$ cat src/rtl/uart_cmd_scheduler.sv
// UART command scheduler: decodes RX frames into RF writes/reads and ALU ops.
// Optional macro ALU_WIDE_RESULT_EN: ALU responses send low then high byte.
module uart_cmd_scheduler #(
  parameter int DATA_WIDTH = 8,
  parameter int ADDR_WIDTH = 4
) (
  input  logic                    CLK,
  input  logic                    RST,
  input  logic [DATA_WIDTH-1:0]   RX_P_DATA,
  input  logic                    RX_D_VLD,
  input  logic [DATA_WIDTH-1:0]   RdData,
  input  logic                    RdData_Valid,
  input  logic [2*DATA_WIDTH-1:0] ALU_OUT,
  input  logic                    ALU_OUT_VLD,
  input  logic                    FIFO_FULL,
  output logic                    WrEn,
  output logic                    RdEn,
  output logic [ADDR_WIDTH-1:0]   Address,
  output logic [DATA_WIDTH-1:0]   WrData,
  output logic                    ALU_EN,
  output logic [3:0]              ALU_FUN,
  output logic                    CLK_GATE_EN,
  output logic [DATA_WIDTH-1:0]   TX_P_DATA,
  output logic                    TX_D_VLD,
  output logic                    BUSY
);

  localparam logic [3:0] IDLE     = 4'd0;
  localparam logic [3:0] WR_ADDR  = 4'd1;
  localparam logic [3:0] WR_DATA  = 4'd2;
  localparam logic [3:0] RD_ADDR  = 4'd3;
  localparam logic [3:0] RD_WAIT  = 4'd4;
  localparam logic [3:0] OPA      = 4'd5;
  localparam logic [3:0] OPB      = 4'd6;
  localparam logic [3:0] FUN      = 4'd7;
  localparam logic [3:0] ALU_WAIT = 4'd8;
  localparam logic [3:0] TX_LO    = 4'd9;
  localparam logic [3:0] TX_HI    = 4'd10;

  localparam logic [DATA_WIDTH-1:0] CMD_WR  = DATA_WIDTH'(8'hAA);
  localparam logic [DATA_WIDTH-1:0] CMD_RD  = DATA_WIDTH'(8'hBB);
  localparam logic [DATA_WIDTH-1:0] CMD_ALU = DATA_WIDTH'(8'hCC);
  localparam logic [DATA_WIDTH-1:0] CMD_FUN = DATA_WIDTH'(8'hDD);

  logic [3:0]              state_q, state_d;
  logic [ADDR_WIDTH-1:0]   addr_q, addr_d;
  logic [DATA_WIDTH-1:0]   wdat_q, wdat_d;
  logic                    wren_q, wren_d;
  logic                    rden_q, rden_d;
  logic                    alu_en_q, alu_en_d;
  logic [3:0]              fun_q, fun_d;
  logic                    cg_q, cg_d;
  logic [DATA_WIDTH-1:0]   txd_q, txd_d;
  logic                    txv_q, txv_d;
  logic                    busy_q, busy_d;
  logic                    go_q, go_d;
  logic [2*DATA_WIDTH-1:0] res_q, res_d;
`ifdef ALU_WIDE_RESULT_EN
  logic                    wide_q, wide_d;
`endif

  always_comb begin
    state_d  = state_q;
    addr_d   = addr_q;
    wdat_d   = wdat_q;
    fun_d    = fun_q;
    cg_d     = cg_q;
    txd_d    = txd_q;
    go_d     = go_q;
    res_d    = res_q;
    wren_d   = 1'b0;
    rden_d   = 1'b0;
    alu_en_d = 1'b0;
    txv_d    = 1'b0;
`ifdef ALU_WIDE_RESULT_EN
    wide_d   = wide_q;
`endif
    unique case (state_q)
      IDLE: if (RX_D_VLD) begin
        if (RX_P_DATA == CMD_WR)       state_d = WR_ADDR;
        else if (RX_P_DATA == CMD_RD)  state_d = RD_ADDR;
        else if (RX_P_DATA == CMD_ALU) state_d = OPA;
        else if (RX_P_DATA == CMD_FUN) state_d = FUN;
      end
      WR_ADDR: if (RX_D_VLD) begin
        addr_d  = RX_P_DATA[ADDR_WIDTH-1:0];
        state_d = WR_DATA;
      end
      WR_DATA: if (RX_D_VLD) begin
        wdat_d  = RX_P_DATA;
        wren_d  = 1'b1;
        state_d = IDLE;
      end
      RD_ADDR: if (RX_D_VLD) begin
        addr_d  = RX_P_DATA[ADDR_WIDTH-1:0];
        rden_d  = 1'b1;
        state_d = RD_WAIT;
      end
      RD_WAIT: if (RdData_Valid) begin
        res_d   = {{DATA_WIDTH{1'b0}}, RdData};
        state_d = TX_LO;
`ifdef ALU_WIDE_RESULT_EN
        wide_d  = 1'b0;
`endif
      end
      OPA: if (RX_D_VLD) begin
        addr_d  = '0;
        wdat_d  = RX_P_DATA;
        wren_d  = 1'b1;
        state_d = OPB;
      end
      OPB: if (RX_D_VLD) begin
        addr_d  = ADDR_WIDTH'(1);
        wdat_d  = RX_P_DATA;
        wren_d  = 1'b1;
        state_d = FUN;
      end
      FUN: if (RX_D_VLD) begin
        fun_d   = RX_P_DATA[3:0];
        cg_d    = 1'b1;
        go_d    = 1'b1;
        state_d = ALU_WAIT;
      end
      // ALU_EN lags the gate enable by one cycle so the ALU clock is running
      ALU_WAIT: if (go_q) begin
        alu_en_d = 1'b1;
        go_d     = 1'b0;
      end else if (ALU_OUT_VLD) begin
        res_d   = ALU_OUT;
        cg_d    = 1'b0;
        state_d = TX_LO;
`ifdef ALU_WIDE_RESULT_EN
        wide_d  = 1'b1;
`endif
      end
      TX_LO: if (!FIFO_FULL) begin
        txd_d   = res_q[DATA_WIDTH-1:0];
        txv_d   = 1'b1;
`ifdef ALU_WIDE_RESULT_EN
        state_d = wide_q ? TX_HI : IDLE;
`else
        state_d = IDLE;
`endif
      end
      TX_HI: if (!FIFO_FULL) begin
        txd_d   = res_q[2*DATA_WIDTH-1:DATA_WIDTH];
        txv_d   = 1'b1;
        state_d = IDLE;
      end
      default: state_d = IDLE;
    endcase
    busy_d = (state_d != IDLE);
  end

  always_ff @(posedge CLK or negedge RST) begin
    if (!RST) begin
      state_q  <= IDLE;
      addr_q   <= '0;
      wdat_q   <= '0;
      wren_q   <= 1'b0;
      rden_q   <= 1'b0;
      alu_en_q <= 1'b0;
      fun_q    <= '0;
      cg_q     <= 1'b0;
      txd_q    <= '0;
      txv_q    <= 1'b0;
      busy_q   <= 1'b0;
      go_q     <= 1'b0;
      res_q    <= '0;
`ifdef ALU_WIDE_RESULT_EN
      wide_q   <= 1'b0;
`endif
    end else begin
      state_q  <= state_d;
      addr_q   <= addr_d;
      wdat_q   <= wdat_d;
      wren_q   <= wren_d;
      rden_q   <= rden_d;
      alu_en_q <= alu_en_d;
      fun_q    <= fun_d;
      cg_q     <= cg_d;
      txd_q    <= txd_d;
      txv_q    <= txv_d;
      busy_q   <= busy_d;
      go_q     <= go_d;
      res_q    <= res_d;
`ifdef ALU_WIDE_RESULT_EN
      wide_q   <= wide_d;
`endif
    end
  end

  assign WrEn        = wren_q;
  assign RdEn        = rden_q;
  assign Address     = addr_q;
  assign WrData      = wdat_q;
  assign ALU_EN      = alu_en_q;
  assign ALU_FUN     = fun_q;
  assign CLK_GATE_EN = cg_q;
  assign TX_P_DATA   = txd_q;
  assign TX_D_VLD    = txv_q;
  assign BUSY        = busy_q;

endmodule
$ cat config.mk
export PLATFORM = sky130hd
export DESIGN_NAME = uart_cmd_scheduler
export DESIGN_NICKNAME = d
export VERILOG_FILES = /design/src/rtl/uart_cmd_scheduler.sv
export SDC_FILE = /design/constraint.sdc
export NUM_CORES = 1
export LEC_CHECK = 0
export CAP_MARGIN = 20
export CORE_ASPECT_RATIO = 2
export CORE_MARGIN = 4
export CORE_UTILIZATION = 50
export DETAILED_ROUTE_END_ITERATION = 6
export GPL_TIMING_DRIVEN = 0
export PLACE_DENSITY_LB_ADDON = 0.05
export SETUP_SLACK_MARGIN = 0.02
export SLEW_MARGIN = 20
export SYNTH_ARGS = -nofsm -noshare
export SYNTH_HDL_FRONTEND = slang
export SYNTH_SLANG_ARGS = --single-unit
$ cat constraint.sdc
create_clock -name CLK -period 3.35 [get_ports CLK]
set_input_delay 0.67 -clock CLK [delete_from_list [all_inputs] [get_ports CLK]]
set_output_delay 0.67 -clock CLK [all_outputs]
set_load 0.005 [all_outputs]
; Word level (Yosys, flattened, before mapping)
; Cells that the tools add are included.
[totals]
reg_bits = 51
latch_bits = 0
ram_bits = 0
mem_bits_ro = 0
input_bits = 38
output_inout_bits = 30
wordCells = 91
n_memories = 0
[classes]
n_addsub = 0
multipliers = 0
div_mod_pow = 0
n_lt_le_gt_ge = 0
eq_ne = 23
n_shift = 0
muxes = 39
bitwise_logic = 0
reduce_logical = 16
[ops]
columns = cell, count
row1 = 4-bit 2-to-1 mux, 18
row2 = 16-bit 2-to-1 mux, 3
row3 = 4-bit one-hot mux with 10 select lines, 1
row4 = "8-bit equality test, second input constant", 4
row5 = 16-bit one-hot mux with 2 select lines, 1
row6 = "4-bit by 3-bit equality test with 1-bit output, second input constant", 4
row7 = 8-bit 2-to-1 mux, 2
row8 = "2-bit != test, second input constant", 8
row9 = 8-bit one-hot mux with 2 select lines, 1
row10 = "4-bit equality test, second input constant", 3
row11 = 4-bit one-hot mux with 3 select lines, 1
row12 = 4-bit AND reduction, 3
row13 = 1-bit 2-to-1 mux, 10
row14 = "4-bit by 2-bit equality test with 1-bit output, second input constant", 2
row15 = 2-bit AND reduction, 3
row16 = 2-bit nonzero test, 3
row17 = "4-bit by 1-bit equality test with 1-bit output, second input constant", 1
row18 = 4-bit logical NOT, 1
row19 = 1-bit one-hot mux with 2 select lines, 2
row20 = 4-bit nonzero test, 1
row21 = 2-bit OR reduction, 2
row22 = 3-bit AND reduction, 1
row23 = 3-bit nonzero test, 1
row24 = 3-bit OR reduction, 1
row25 = "2-bit by 1-bit != test with 1-bit output, second input constant", 1

; Depth between registers and ports, before layout
[logic_depth]
ltp_word = 8
mapped_depth = 7
ltp_nobuf = 4

; Least setup slack after synthesis
; OpenSTA, ideal clock, no wires.
[synth_path]
kind = input-to-reg
startpoint = in RX_D_VLD
endpoint = reg fun_q[0], in the netlist ALU_FUN[0]
setup_ns = 0.125
t_arrival_ns = 1.605
slack_ns = 1.621
path_stages = 4
path_buffers = 1
path_cell_list = buf_4 > nor2b_1 > nand4_2 > mux2_2
[synth_between]
elab_chain_cells = 1
[synth_rtl]
columns = item, line_no
row1 = start: declaration, 10  ; input logic RX_D_VLD,
row2 = 2-bit AND reduction (no line), n/a
row3 = end signal: assignment, 180  ; fun_q <= fun_d;
row4 = end: declaration, 51  ; logic [3:0] fun_q, fun_d;
; Every way passes these cells.
; A chain may end at the register's enable or synchronous reset.

; Final worst setup path
[layout_path]
startpoint = in RX_D_VLD
endpoint = reg fun_q[2], in the netlist ALU_FUN[2]
; The elaborated chain is that of the path after synthesis.

==> flow_summary.toml <==
[placement]
portBuffers = 67
gp_congestion = 0.859
dp_hpwl_mm = 4.57
dp.cells = 345

[grt]
antenna_found_initial = 0
grt-ovfl-total = 0
grt_pass1_vias = 2072
grt_pass1_wl_mm = 9.70
grt_max_degree = 32
grt_usage_pct = 20.2

[cts]
cts_sinks = 51
cts-root-buf = "clkbuf_8"
hold_buffers = 0
path_clk_slew_ns = 0.09
clock_path_buffers = 2
tritoncts = "done"
cts-buffers-inserted = 5
htreeDepth = 2
ctsResizeCount = 0
cts_setup_buffers = 0
clk_latency_ns = 0.30

[synthesis]
synth_top_area_share_pct = 52.0
syn_inst = 222
netlist_area_sq_mm = 0.00246
synth-edff-count = 0
ys_warn_count = 0
synth_cell_types = 47
avgSynthCellArea_sq_um = 11.1
syn-num-nets = 260
synth_seq_area_share_pct = 52.0
yosys-top-cells-area = "dfrtp_1, mux2i_1, nand2_1"
synth_area_leader_cell = "dfrtp_1"
synthFlopType = "dfrtp_1"
synth_seq_cells = 51
async_reset_ff_share_pct = 100

[timing]
whs_ns = 0.322
finalSetupViolations = 0
rsz0062_at_grt = "no"
hold_viol = 0
clock_skew_ns = 0.00320
tightest_slew_ns = 0.609
post-route-period-util_pct = 65.5
min_period_ns = 2.20
fmax_ghz = 0.455
slew_violations = 0
relSlewSlack_pct = 59.3
tns_ns = 0

[power_and_ir_drop]
p_comb_share_pct = 41.4
swShare_pct = 31.5
p_per_area_mw_per_mm2 = 696
power.share.clock_pct = 17.7
p_leak_nw = 1.45
seqPwrFrac_pct = 40.8
p_int_mw = 1.58
ir_drop_v = 0.000543
power.switching_mw = 0.726

[final_layout]
drive_gt1_share_pct = 13.5
final_common_cell = "clkdlybuf4s50_1"
antenna_cells = 0
fin_cells = 352
utilization_pct = 70.7
syn_to_final_growth_pct = 34.9
final_cell_mix = "clkdlybuf4s50_1, dfrtp_1, nand2_1, mux2i_1, o21ai_1"
fin_nets = 335
fill_cells = 382

[worst_setup_path]
reg2reg_setup_slack_ns = 1.57
arrival_ns = 2.39
slowest_delay_ns = 0.47
crit_chain = "clkdlybuf4s50_1 > buf_4 > nor2b_1 > nand4_2 > mux2_2"
endpoint_kind = "register"
cp.required_ns = 3.54
path_max_fanout = 10
critPathKind = "in2reg"
slowest_stage = "clkdlybuf4s50_1"
crit_path_start_kind = "input port"

[route]
wl_per_cell_um = 16.3
drtIter0Drc = 40
drc = 0
ant_nets = 0
totalWireLength_mm = 5.73
avgViaCountPerCell = 5.39
route.vias.total = 1897
first_pass_iters = 4

[floorplanning]
pin_count = 68
start_util_pct = 52.4
fp-row-count = 35
die_height_um = 107
dieArea_sq_mm = 0.00617
die_w_um = 57.6
core_area_sq_mm = 0.00469

[job]
cap_violations = 0

[status]
status = "complete, no violations"

[hold_path]
hold_class = "in2async"
==> per-stage QoR <==
step                      power (mW)  worst slack (ns)  instance area [sq um]
after CTS                       2.34              1.17                   3310
after floorplan                 1.47              1.62                   2460
after global routing            2.48              1.05                   3310
final                           2.31              1.15                   3310
after detailed placement        1.93             0.850                   3210
after global placement          1.89             0.164                   3200
==> final cells by class <==
type / count / area [sq um] / area share (%)
multi-input cells: 152 / 1060 / 32.1
repair buffers: 68 / 686 / 20.7
inverters: 6 / 22.5 / 0.680
flip-flops and latches: 51 / 1280 / 38.5
clock inverters: 1 / 30.0 / 0.906
well taps: 55 / 68.8 / 2.08
plain buffers: 13 / 93.8 / 2.83
clock buffers: 6 / 72.6 / 2.19
==> worst paths after layout <==
check                                        from  cells after the start                endpoint
setup / recovery                         RX_D_VLD                      5  ALU_FUN[2]$_DFFE_PN0P_
hold / removal                                RST                      1    res_q[9]$_DFFE_PN0P_
setup reg to reg             state_q[0]$_DFF_PN0_                      5    res_q[7]$_DFFE_PN0P_
hold reg to reg            Address[1]$_DFFE_PN0P_                      1  Address[1]$_DFFE_PN0P_
max in group asynchronous                     RST                      2  Address[3]$_DFFE_PN0P_
min in group CLK           Address[1]$_DFFE_PN0P_                      1  Address[1]$_DFFE_PN0P_
==> state kept, by name, summed over array words and instances, names as in the netlist <==
register and cells:
res_q 16, TX_P_DATA 8, WrData 8, ALU_FUN 4, Address 4, state_q 4
ALU_EN 1, BUSY 1, CLK_GATE_EN 1, RdEn 1, TX_D_VLD 1, WrEn 1
go_q 1
==> critical path: cells and delay by family <==
kind                   cells  cell delay [ns]
multiplexers               1             0.37
buffers and inverters      2             0.63
AND/OR/NAND/NOR            2             0.72
==> cell usage after synthesis, types with 2 or more instances <==
cell / number
inv_1: 6
a22oi_1: 2
o21ai_1: 15
o211ai_1: 2
nor2_1: 4
nand2_1: 37
mux2_2: 12
nand3_1: 3
nand2b_1: 5
clkbuf_1: 3
and4_1: 3
dfrtp_1: 51
buf_6: 4
a21oi_1: 2
nand3b_1: 2
buf_2: 3
and4bb_2: 2
o21ai_0: 13
nor4bb_1: 2
mux2i_1: 16
xnor2_1: 3
a21o_1: 5
buf_4: 3
==> layer usage <==
layer,global-route usage [%],part of all wire (%)
met1,20.4,35
met3,3.61,4.3
met4,8.46,2.7
met2,38.7,58
met5,0,0
==> power groups by stage <==
stage | clock network, mW | logic (mW) | registers, mW
2_1_floorplan | 0 | 0.516 | 0.952
3_3_place_gp | 0 | 0.947 | 0.945
3_5_place_dp | 0 | 0.973 | 0.957
4_1_cts | 0.422 | 0.976 | 0.944
5_1_grt | 0.440 | 1.07 | 0.971
6_report | 0.409 | 0.955 | 0.941
==> logic make-up after synthesis <==
kind of cell / share of synthesized area [%]
AND/OR/NAND/NOR: 17.9
flip-flops: 52.0
AO/OA/AOI/OAI: 11.9
multiplexers: 12.0
buffers and inverters: 4.74
XOR/XNOR: 1.07
adder cells (fa/ha/maj): 0.408
Note: power is estimated with default switching activity, not from simulation.
